### src/rtl/inst_decode_stage.sv
// Registered multi-lane instruction decode stage: per-lane RV decode into a control word,
// output register plus skid register under valid/ready, flush, and a saturating retire counter.

package rvga_pkg;
    typedef enum logic [2:0] {TypeR, TypeI, TypeS, TypeB, TypeU, TypeJ, TypeE} inst_type_e;

    typedef struct packed {
        logic        v;
        logic [31:0] pc;
        logic [6:0]  opcode;
        inst_type_e  itype;
        logic [4:0]  rs1;
        logic [4:0]  rs2;
        logic [4:0]  rd;
        logic [2:0]  funct3;
        logic [6:0]  funct7;
        logic [31:0] imm;
        logic        rs1_v;
        logic        rs2_v;
        logic        rd_w_v;
        logic        imm_v;
        logic        shift_v;
        logic        br_v;
    } cword_t;
endpackage

module inst_decode_stage
    import rvga_pkg::*;
#(
    parameter int unsigned LANES = 1,
    parameter int unsigned CNT_W = 32
) (
    input  logic                  clk_i,
    input  logic                  reset_i,
    input  logic                  flush_i,
    input  logic                  valid_i,
    output logic                  ready_o,
    input  logic [31:0]           pc_i,
    input  logic [LANES-1:0]      lane_v_i,
    input  logic [LANES*32-1:0]   ir_i,
    output logic                  valid_o,
    input  logic                  ready_i,
    output cword_t [LANES-1:0]    decoded_o,
    output logic [LANES-1:0]      illegal_o,
    output logic [CNT_W-1:0]      dec_cnt_o
);

    localparam logic [6:0] OpLui    = 7'b0110111;
    localparam logic [6:0] OpAuipc  = 7'b0010111;
    localparam logic [6:0] OpJal    = 7'b1101111;
    localparam logic [6:0] OpJalr   = 7'b1100111;
    localparam logic [6:0] OpBranch = 7'b1100011;
    localparam logic [6:0] OpLoad   = 7'b0000011;
    localparam logic [6:0] OpStore  = 7'b0100011;
    localparam logic [6:0] OpImm    = 7'b0010011;
    localparam logic [6:0] OpReg    = 7'b0110011;

    function automatic cword_t decode_lane(input logic [31:0] ir, input logic [31:0] pc,
                                           input logic v);
        cword_t c;
        logic   is_shift;
        c        = '0;
        c.v      = v;
        c.pc     = pc;
        c.opcode = ir[6:0];
        c.rs1    = ir[19:15];
        c.rs2    = ir[24:20];
        c.rd     = ir[11:7];
        c.funct3 = ir[14:12];
        c.funct7 = ir[31:25];
        c.itype  = TypeE;
        is_shift = (ir[14:12] == 3'b001) || (ir[14:12] == 3'b101);
        case (ir[6:0])
            OpLui: begin
                c.itype  = TypeU;
                c.imm    = {ir[31:12], 12'b0};
                c.rs1    = '0;
                c.funct3 = '0;
                c.funct7 = '0;
                c.imm_v  = 1'b1;
                c.rd_w_v = 1'b1;
            end
            OpAuipc: begin
                c.itype  = TypeU;
                c.imm    = {ir[31:12], 12'b0};
                c.imm_v  = 1'b1;
                c.rd_w_v = 1'b1;
            end
            OpJal: begin
                c.itype  = TypeJ;
                c.imm    = {{11{ir[31]}}, ir[31], ir[19:12], ir[20], ir[30:21], 1'b0};
                c.imm_v  = 1'b1;
                c.rd_w_v = 1'b1;
            end
            OpJalr: begin
                c.itype  = TypeI;
                c.imm    = {{20{ir[31]}}, ir[31:20]};
                c.funct3 = '0;
                c.funct7 = '0;
                c.rs1_v  = 1'b1;
                c.imm_v  = 1'b1;
                c.rd_w_v = 1'b1;
            end
            OpBranch: begin
                c.itype  = TypeB;
                c.imm    = {{19{ir[31]}}, ir[31], ir[7], ir[30:25], ir[11:8], 1'b0};
                c.rs1_v  = 1'b1;
                c.rs2_v  = 1'b1;
                c.imm_v  = 1'b1;
                c.br_v   = 1'b1;
            end
            OpLoad: begin
                c.itype  = TypeI;
                c.imm    = {{20{ir[31]}}, ir[31:20]};
                c.rs1_v  = 1'b1;
                c.imm_v  = 1'b1;
                c.rd_w_v = 1'b1;
            end
            OpStore: begin
                c.itype  = TypeS;
                c.imm    = {{20{ir[31]}}, ir[31:25], ir[11:7]};
                c.rs1_v  = 1'b1;
                c.rs2_v  = 1'b1;
                c.imm_v  = 1'b1;
            end
            OpImm: begin
                c.itype   = TypeI;
                c.imm     = {{20{ir[31]}}, ir[31:20]};
                c.rs1_v   = 1'b1;
                c.imm_v   = 1'b1;
                c.rd_w_v  = 1'b1;
                c.shift_v = is_shift;
                if (!is_shift) c.funct7 = '0;
            end
            OpReg: begin
                c.itype   = TypeR;
                c.rs1_v   = 1'b1;
                c.rs2_v   = 1'b1;
                c.rd_w_v  = 1'b1;
                c.shift_v = is_shift;
            end
            default: ;
        endcase
        // An empty lane carries its raw fields but must not request any resource.
        if (!v) begin
            c.rs1_v   = 1'b0;
            c.rs2_v   = 1'b0;
            c.rd_w_v  = 1'b0;
            c.imm_v   = 1'b0;
            c.shift_v = 1'b0;
            c.br_v    = 1'b0;
        end
        return c;
    endfunction

    cword_t [LANES-1:0] in_dec;
    logic   [LANES-1:0] in_ill;
    cword_t [LANES-1:0] or_dec_q, or_dec_d, sk_dec_q, sk_dec_d;
    logic   [LANES-1:0] or_ill_q, or_ill_d, sk_ill_q, sk_ill_d;
    logic               or_v_q, or_v_d, sk_v_q, sk_v_d;
    logic   [CNT_W-1:0] cnt_q, cnt_d;
    logic   [CNT_W:0]   pop, sum;
    logic               accept, drain;

    always_comb begin
        in_dec = '0;
        in_ill = '0;
        for (int k = 0; k < LANES; k++) begin
            in_dec[k] = decode_lane(ir_i[32*k +: 32], pc_i + 32'(4 * k), lane_v_i[k]);
            in_ill[k] = lane_v_i[k] & (in_dec[k].itype == TypeE);
        end
    end

    assign ready_o = ~sk_v_q & ~reset_i;
    assign accept  = valid_i & ready_o & ~flush_i;
    assign drain   = or_v_q & ready_i;

    always_comb begin
        or_v_d   = or_v_q;
        or_dec_d = or_dec_q;
        or_ill_d = or_ill_q;
        sk_v_d   = sk_v_q;
        sk_dec_d = sk_dec_q;
        sk_ill_d = sk_ill_q;
        if (flush_i) begin
            or_v_d   = 1'b0;
            or_dec_d = '0;
            or_ill_d = '0;
            sk_v_d   = 1'b0;
            sk_dec_d = '0;
            sk_ill_d = '0;
        end else if (drain && sk_v_q) begin
            or_dec_d = sk_dec_q;
            or_ill_d = sk_ill_q;
            sk_v_d   = 1'b0;
        end else if (accept && (!or_v_q || drain)) begin
            or_v_d   = 1'b1;
            or_dec_d = in_dec;
            or_ill_d = in_ill;
        end else if (accept) begin
            sk_v_d   = 1'b1;
            sk_dec_d = in_dec;
            sk_ill_d = in_ill;
        end else if (drain) begin
            or_v_d = 1'b0;
        end
    end

    // Counter updates on the downstream handshake even in a flush cycle.
    always_comb begin
        pop = '0;
        for (int k = 0; k < LANES; k++) begin
            pop = pop + (CNT_W + 1)'(or_dec_q[k].v);
        end
        sum   = {1'b0, cnt_q} + pop;
        cnt_d = cnt_q;
        if (drain) begin
            cnt_d = sum[CNT_W] ? {CNT_W{1'b1}} : sum[CNT_W-1:0];
        end
    end

    always_ff @(posedge clk_i) begin
        if (reset_i) begin
            or_v_q   <= 1'b0;
            or_dec_q <= '0;
            or_ill_q <= '0;
            sk_v_q   <= 1'b0;
            sk_dec_q <= '0;
            sk_ill_q <= '0;
            cnt_q    <= '0;
        end else begin
            or_v_q   <= or_v_d;
            or_dec_q <= or_dec_d;
            or_ill_q <= or_ill_d;
            sk_v_q   <= sk_v_d;
            sk_dec_q <= sk_dec_d;
            sk_ill_q <= sk_ill_d;
            cnt_q    <= cnt_d;
        end
    end

    assign valid_o   = or_v_q;
    assign decoded_o = or_dec_q;
    assign illegal_o = or_ill_q;
    assign dec_cnt_o = cnt_q;

endmodule

### config.mk
export PLATFORM = sky130hd
export DESIGN_NAME = inst_decode_stage
export DESIGN_NICKNAME = d
export VERILOG_FILES = /design/src/rtl/inst_decode_stage.sv
export SDC_FILE = /design/constraint.sdc
export NUM_CORES = 1
export LEC_CHECK = 0
export BUFFER_PORTS_ARGS = -buffer_cell sky130_fd_sc_hd__buf_2
export CAP_MARGIN = 20
export CORE_ASPECT_RATIO = 0.5
export CORE_MARGIN = 10
export CORE_UTILIZATION = 30
export CTS_BUF_LIST = sky130_fd_sc_hd__clkbuf_2
export CTS_CLUSTER_SIZE = 10
export DETAILED_ROUTE_END_ITERATION = 16
export GPL_ROUTABILITY_DRIVEN = 0
export SYNTH_ARGS = -nofsm -noshare
export SYNTH_HDL_FRONTEND = slang
export SYNTH_SLANG_ARGS = --single-unit
### constraint.sdc
create_clock -name clk_i -period 2.5 [get_ports clk_i]
set_input_delay 0.125 -clock clk_i [delete_from_list [all_inputs] [get_ports clk_i]]
set_output_delay 0.125 -clock clk_i [all_outputs]
set_load 0.02 [all_outputs]
# Word level (Yosys, flattened, before mapping)

Index checks and enable logic that the tools add are counted.

Logic and storage cells: 102
Output and inout port bits: 141
Bits of input ports: 70
Flip-flop bits (word level): 248

Reductions and logical operators: 20
$add $sub $neg: 1
Eq/ne operators: 13
Multiplexer cells: 21
Bitwise operators: 10

Operators by type and width:

| kind                                                | count |
|---|---|
| 2-to-1 mux 106 bit                                  | 2 |
| one-hot mux 32 bit (5 select lines)                 | 1 |
| adder 32 x 1 -> 33 bit                              | 1 |
| 2-to-1 mux 32 bit                                   | 1 |
| equality test 7 x 6 -> 1 bit, second input constant | 3 |
| equality test 7 bit, second input constant          | 3 |
| one-hot mux 3 bit (6 select lines)                  | 1 |
| equality test 7 x 5 -> 1 bit, second input constant | 2 |
| one-hot mux 7 bit (2 select lines)                  | 1 |
| 2-to-1 mux 1 bit                                    | 11 |
| OR reduction 3 bit                                  | 3 |
| OR reduction 2 bit                                  | 4 |
| OR reduction 8 bit                                  | 1 |
| equality test 7 x 2 -> 1 bit, second input constant | 1 |
| 2-to-1 mux 7 bit                                    | 1 |
| OR reduction 7 bit                                  | 1 |
| equality test 3 bit, second input constant          | 2 |
| 2-to-1 mux 6 bit                                    | 1 |
| AND reduction 3 bit                                 | 2 |
| OR reduction 6 bit                                  | 1 |
| AND 1 bit                                           | 5 |
| 2-to-1 mux 5 bit                                    | 1 |
| inverter 1 bit                                      | 5 |
| nonzero test 2 bit                                  | 2 |
| 7 further kinds                                     | 9 |

# Depth between registers and ports, before layout

Depth in word-level cells: 7
Mapped depth: 8
Depth with buffers taken out: 7

# Worst setup path after synthesis

No wires, ideal clock.

Kind: register to register
From: register cnt_q[0], in the netlist dec_cnt_o[0]
To: register cnt_q[26], in the netlist dec_cnt_o[26]
Path slack: 0.348 ns
Path buffers: 0
Data required time: 2.414 ns
Setup time: 0.086 ns
Stages on the path, launching flop included: 8
Data arrival time: 2.066 ns
Period minus slack after synthesis: 2.152 ns
Cell sequence: dfxtp_1 > ha_1 > ha_1 > nand4_1 > nor4_4 > and2b_2 > a31oi_1 > a211oi_1

Longest elaborated chain between the ends: 2

Ends and longest elaborated chain:

| item                   | line | text |
|---|---|---|
| start, declared        | 161  | `logic [CNT_W-1:0] cnt_q, cnt_d;` |
| start signal, assigned | 238  | `cnt_q <= cnt_d;` |
| adder 32 x 1 -> 33 bit | 215  | `sum = {1'b0, cnt_q} + pop;` |
| 2-to-1 mux 32 bit      | 218  | `cnt_d = sum[CNT_W] ? {CNT_W{1'b1}} : sum[CNT_W-1:0];` |

No other way between the ends.
A chain may end at the register's enable or synchronous reset.

# Final worst setup path

From: register sk_v_q
To: register sk_dec_q[94] (netlist name)

Longest elaborated chain between the ends: 7
Elaborated cells between the ends (all ways): 9
Those cells by class: bitwise (6); reduce/logical (3)

Ends and longest elaborated chain:

| item                                     | line | text |
|---|---|---|
| start, declared                          | 160  | `logic or_v_q, or_v_d, sk_v_q, sk_v_d;` |
| start signal, assigned                   | 235  | `sk_v_q <= sk_v_d;` |
| inverter 1 bit                           | 174  | `assign ready_o = ~sk_v_q & ~reset_i;` |
| AND 1 bit                                | 174  |  |
| AND 1 bit (2 in a row)                   | 175  | `assign accept = valid_i & ready_o & ~flush_i;` |
| logical AND 1 bit                        | 196  | `end else if (accept && (!or_v_q \|\| drain)) begin` |
| inverter 1 bit (no source line)          | --   |  |
| AND reduction 3 bit (no source line) (*) | --   |  |
| end signal, assigned                     | 236  | `sk_dec_q <= sk_dec_d;` |
| end, declared                            | 158  | `cword_t [LANES-1:0] or_dec_q, or_dec_d, sk_dec_q, sk_dec_d;` |

Every way passes the cells marked *; elsewhere a longest branch is shown, timed or not.

==> results.toml <==
[worst_setup_path]
critical_path.top_delay_family = "simple AND/OR/NAND/NOR gates"
crit_fanout = 33
critPathLaunch = "sk_v_q"
cp-end-kind = "register"
required_ns = 3.32
worst-setup-path-type = "reg2reg"
crit_buf_inv = 2
max_stage_delay_ns = 0.59
crit_arrival_ns = 3.20
slowest_stage = "or4b_4"
path_cells = "or4b_4 > nor2_4 > buf_12 > nand3_1 > dlygate4sd3_1 > a21oi_1"
start_kind = "register"
r2r-start = "sk_v_q"

[global_routing]
grt_max_degree = 93
grt_pass1_wl_um = 56280
grt_overflow = 0
grt_pass1_vias = 10239
track_usage_pct = 16.24
antenna_found_initial = 2

[synthesis]
synth_seq_cells = 248
syn_nets = 1291
syn-instance-count = 1219
ys.warnings.count = 0
ys_seq_area_share_pct = 48.56
synth_top_flop_cell = "dfxtp_1"
synth.distinct_cells = 60
async_flop_share_pct = 0
synth_area_sq_um = 10220
synth_edf_count = 0
synth_area_per_cell_sq_um = 8.388

[sta]
clock_skew_ns = 0.02242
period_minus_slack_ns = 2.379
fmax_mhz = 420.3
setup_slack_ns = 0.1207
finalHoldViolCount = 0
rsz0062_at_grt = "false"
slew_headroom_pct = 56.77
timing.final.setup_violations = 0
worst_pin_slew_ns = 0.6461
finalCritPeriodShare_pct = 95.17
setup_tns_ns = 0
finalMaxSlewViolations = 0

[floorplan]
die_h_um = 150.5
dieArea_sq_um = 42310
initial_utilization_pct = 30.67
rows = 47
io_pins = 211
chipWidth_um = 281.1
core-area_sq_um = 33340

[finish]
drive_gt1_share_pct = 22.11
fin_util_pct = 40.92
layout.nets = 1635
regArea_sq_um = 4966
area_growth_pct = 33.46
multi_input_area_sq_um = 4798
fillers = 3367
stdcell_count = 2037

[cts]
cts_tree = "yes"
clock_path_buffers = 3
htreeDepth = 2
cts.clk_slew.worst_paths_ns = 0.11
clk_latency_ns = 0.90
root_buffer = "clkbuf_2"
cts_buffers = 59
clock_sinks = 248

[pwr]
power.density_nw_per_um2 = 515.9
leakagePower_nw = 5.399
total_power_mw = 7.040
vdd_ir_drop_max_uv = 203.1

[detailed_routing]
firstDrtPassIters = 7
antenna_left = 0
via_per_inst = 5.121
drt-initial-drc-count = 834
drc = 0
vias = 10431
routedWlPerCell_um = 17.76
routed_wl_um = 36180

[worst_hold_path]
hold_path_class = "in2reg"
hold_start = "pc_i[31]"

[place]
hpwl_um = 22390
place_ws_ns = 0.2964
dp_cells = 1793
portBuffers = 210

[status]
outcome = "finished clean"

[job]
drv_cap = 0
==> sequential cells by signal, summed over array words and instances (netlist names) <==
| register | count |
|---|---|
| dec_cnt_o | 32 |
| illegal_o | 1 |
| sk_ill_q | 1 |
| sk_dec_q | 106 |
| valid_o | 1 |
| sk_v_q | 1 |
| decoded_o | 106 |
==> where the power goes <==
| group | switching (mW) | leakage [nW] | total [mW] | internal [mW] |
|---|---|---|---|---|
| Clock | 1.63 | 0.349 | 2.44 | 0.813 |
| Sequential | 0.0172 | 2.00 | 3.99 | 3.97 |
| Combinational | 0.339 | 3.05 | 0.608 | 0.269 |
| Total | 1.98 | 5.40 | 7.04 | 5.06 |
==> per-layer routing <==
| layer | vias to the layer above | wire length (um) | global-route usage, % | share of wire (%) |
|---|---|---|---|---|
| met3 | 68 | 2085 | 3.553 | 5.8 |
| met5 | - | 0 | 0 | 0 |
| met1 | 4963 | 14910 | 18.94 | 41 |
| met4 | 0 | 1109 | 7.194 | 3.1 |
| li1 | 5074 | - | - | - |
| met2 | 326 | 18080 | 28.46 | 50 |
==> synthesized netlist by cell type, types with 3 or more instances <==
| library cell | number | area [sq um] |
|---|---|---|
| a211o_1 | 8 | 70.07 |
| a211oi_1 | 7 | 52.55 |
| a21oi_1 | 136 | 680.7 |
| a221oi_1 | 6 | 52.55 |
| a222oi_1 | 7 | 70.07 |
| a22o_1 | 7 | 61.31 |
| a22oi_1 | 48 | 360.4 |
| a2bb2oi_1 | 4 | 35.03 |
| a311oi_1 | 52 | 455.4 |
| a31oi_1 | 17 | 106.4 |
| and2_1 | 7 | 43.79 |
| and3_1 | 7 | 43.79 |
| and4_1 | 6 | 52.55 |
| buf_1 | 4 | 15.01 |
| buf_2 | 10 | 50.05 |
| buf_4 | 13 | 97.59 |
| buf_6 | 3 | 33.78 |
| clkbuf_1 | 73 | 274.0 |
| dfxtp_1 | 248 | 4965 |
| inv_1 | 8 | 30.03 |
| nand2_1 | 231 | 867.1 |
| nand2b_1 | 8 | 50.05 |
| nand3_1 | 75 | 375.4 |
| nand3b_1 | 3 | 22.52 |
| nand4_1 | 8 | 50.05 |
| nor2_1 | 104 | 390.4 |
| nor3_1 | 11 | 55.05 |
| nor4_1 | 3 | 18.77 |
| nor4b_2 | 4 | 60.06 |
| o21ai_0 | 32 | 160.2 |
| o22ai_1 | 6 | 37.54 |
| o2bb2ai_1 | 7 | 61.31 |
| or2_2 | 4 | 25.02 |
| xnor2_1 | 8 | 70.07 |
| xor2_1 | 11 | 96.34 |
==> kinds of logic after synthesis <==
kind of cell | synth area share, %
and+or+nand+nor | 21.76
AOI/OAI and AO/OA | 22.70
DFF | 48.56
buffers and inverters | 4.895
xor gates and xnor gates | 1.628
muxes | 0.2202
adders and majority gates | 0.2447
==> what timing repair did <==
| action | 4_1_cts | 5_1_grt |
|---|---|---|
| setup buffers | 0 | 6 |
| setup endpoints to repair | 0 | 8 |
| endpoints found under the hold margin | 248 | 0 |
| resized for setup | 0 | 1 |
| hold buffers | 142 | 0 |
==> cell type report <==
type                    instances  share of cell area (%)
flip-flops and latches        248                   36.39
clock inverters                14                  0.4310
inverters                       8                  0.2201
repair buffers                386                   20.89
well taps                     441                   4.044
multi-input cells             860                   35.16
diodes                          4                 0.07335
clock buffers                  76                   2.787
==> path summary, 6_finish.rpt <==
| check | slack (ns) | cells past startpoint | to |
|---|---|---|---|
| hold / removal | 0.09 | 4 | decoded_o[104] |
| setup / recovery | 0.12 | 6 | sk_dec_q[94] |
| hold reg to reg | 0.45 | 2 | decoded_o[60] |
| setup reg to reg | 0.12 | 6 | sk_dec_q[94] |
==> cell usage in the layout, fill, tap and decap left out, types with 4 or more instances in the layout <==
| cell type | instances |
|---|---|
| a22o_1 | 7 |
| nor2_1 | 103 |
| buf_12 | 7 |
| a31oi_1 | 17 |
| buf_2 | 210 |
| nand2b_1 | 8 |
| a221oi_1 | 6 |
| a21oi_1 | 136 |
| clkbuf_2 | 76 |
| a211o_1 | 8 |
| xor2_1 | 11 |
| o22ai_1 | 6 |
| a211oi_1 | 7 |
| dlygate4sd3_1 | 142 |
| nor4b_2 | 4 |
| nand3_1 | 75 |
| diode_2 | 4 |
| a22oi_1 | 48 |
| xnor2_1 | 8 |
| o21ai_0 | 32 |
| nand2_1 | 228 |
| buf_4 | 25 |
| and3_1 | 6 |
| inv_1 | 8 |
| a222oi_1 | 7 |
| dfxtp_1 | 247 |
| nand4_1 | 8 |
| clkinv_2 | 5 |
| clkinv_1 | 9 |
| nor3_1 | 11 |
| a2bb2oi_1 | 4 |
| and2_1 | 7 |
| a311oi_1 | 52 |
| o2bb2ai_1 | 7 |
| and4_1 | 6 |
==> worst min-delay path, cell delays in order <==
cell	delay (ns)
dlygate4sd3_1	0.54
buf_2	0.13
nand2_1	0.05
a311oi_1	0.07
==> stage by stage <==
stage	hold WS, ns	cell area, sq um
floorplan	0.2419	10220
global placement	0.3913	11680
detailed placement	0.3979	11680
CTS	0.0002822	13540
global route	0.03118	13640
finish	0.08656	13650
(Power assumes the default switching activity.)
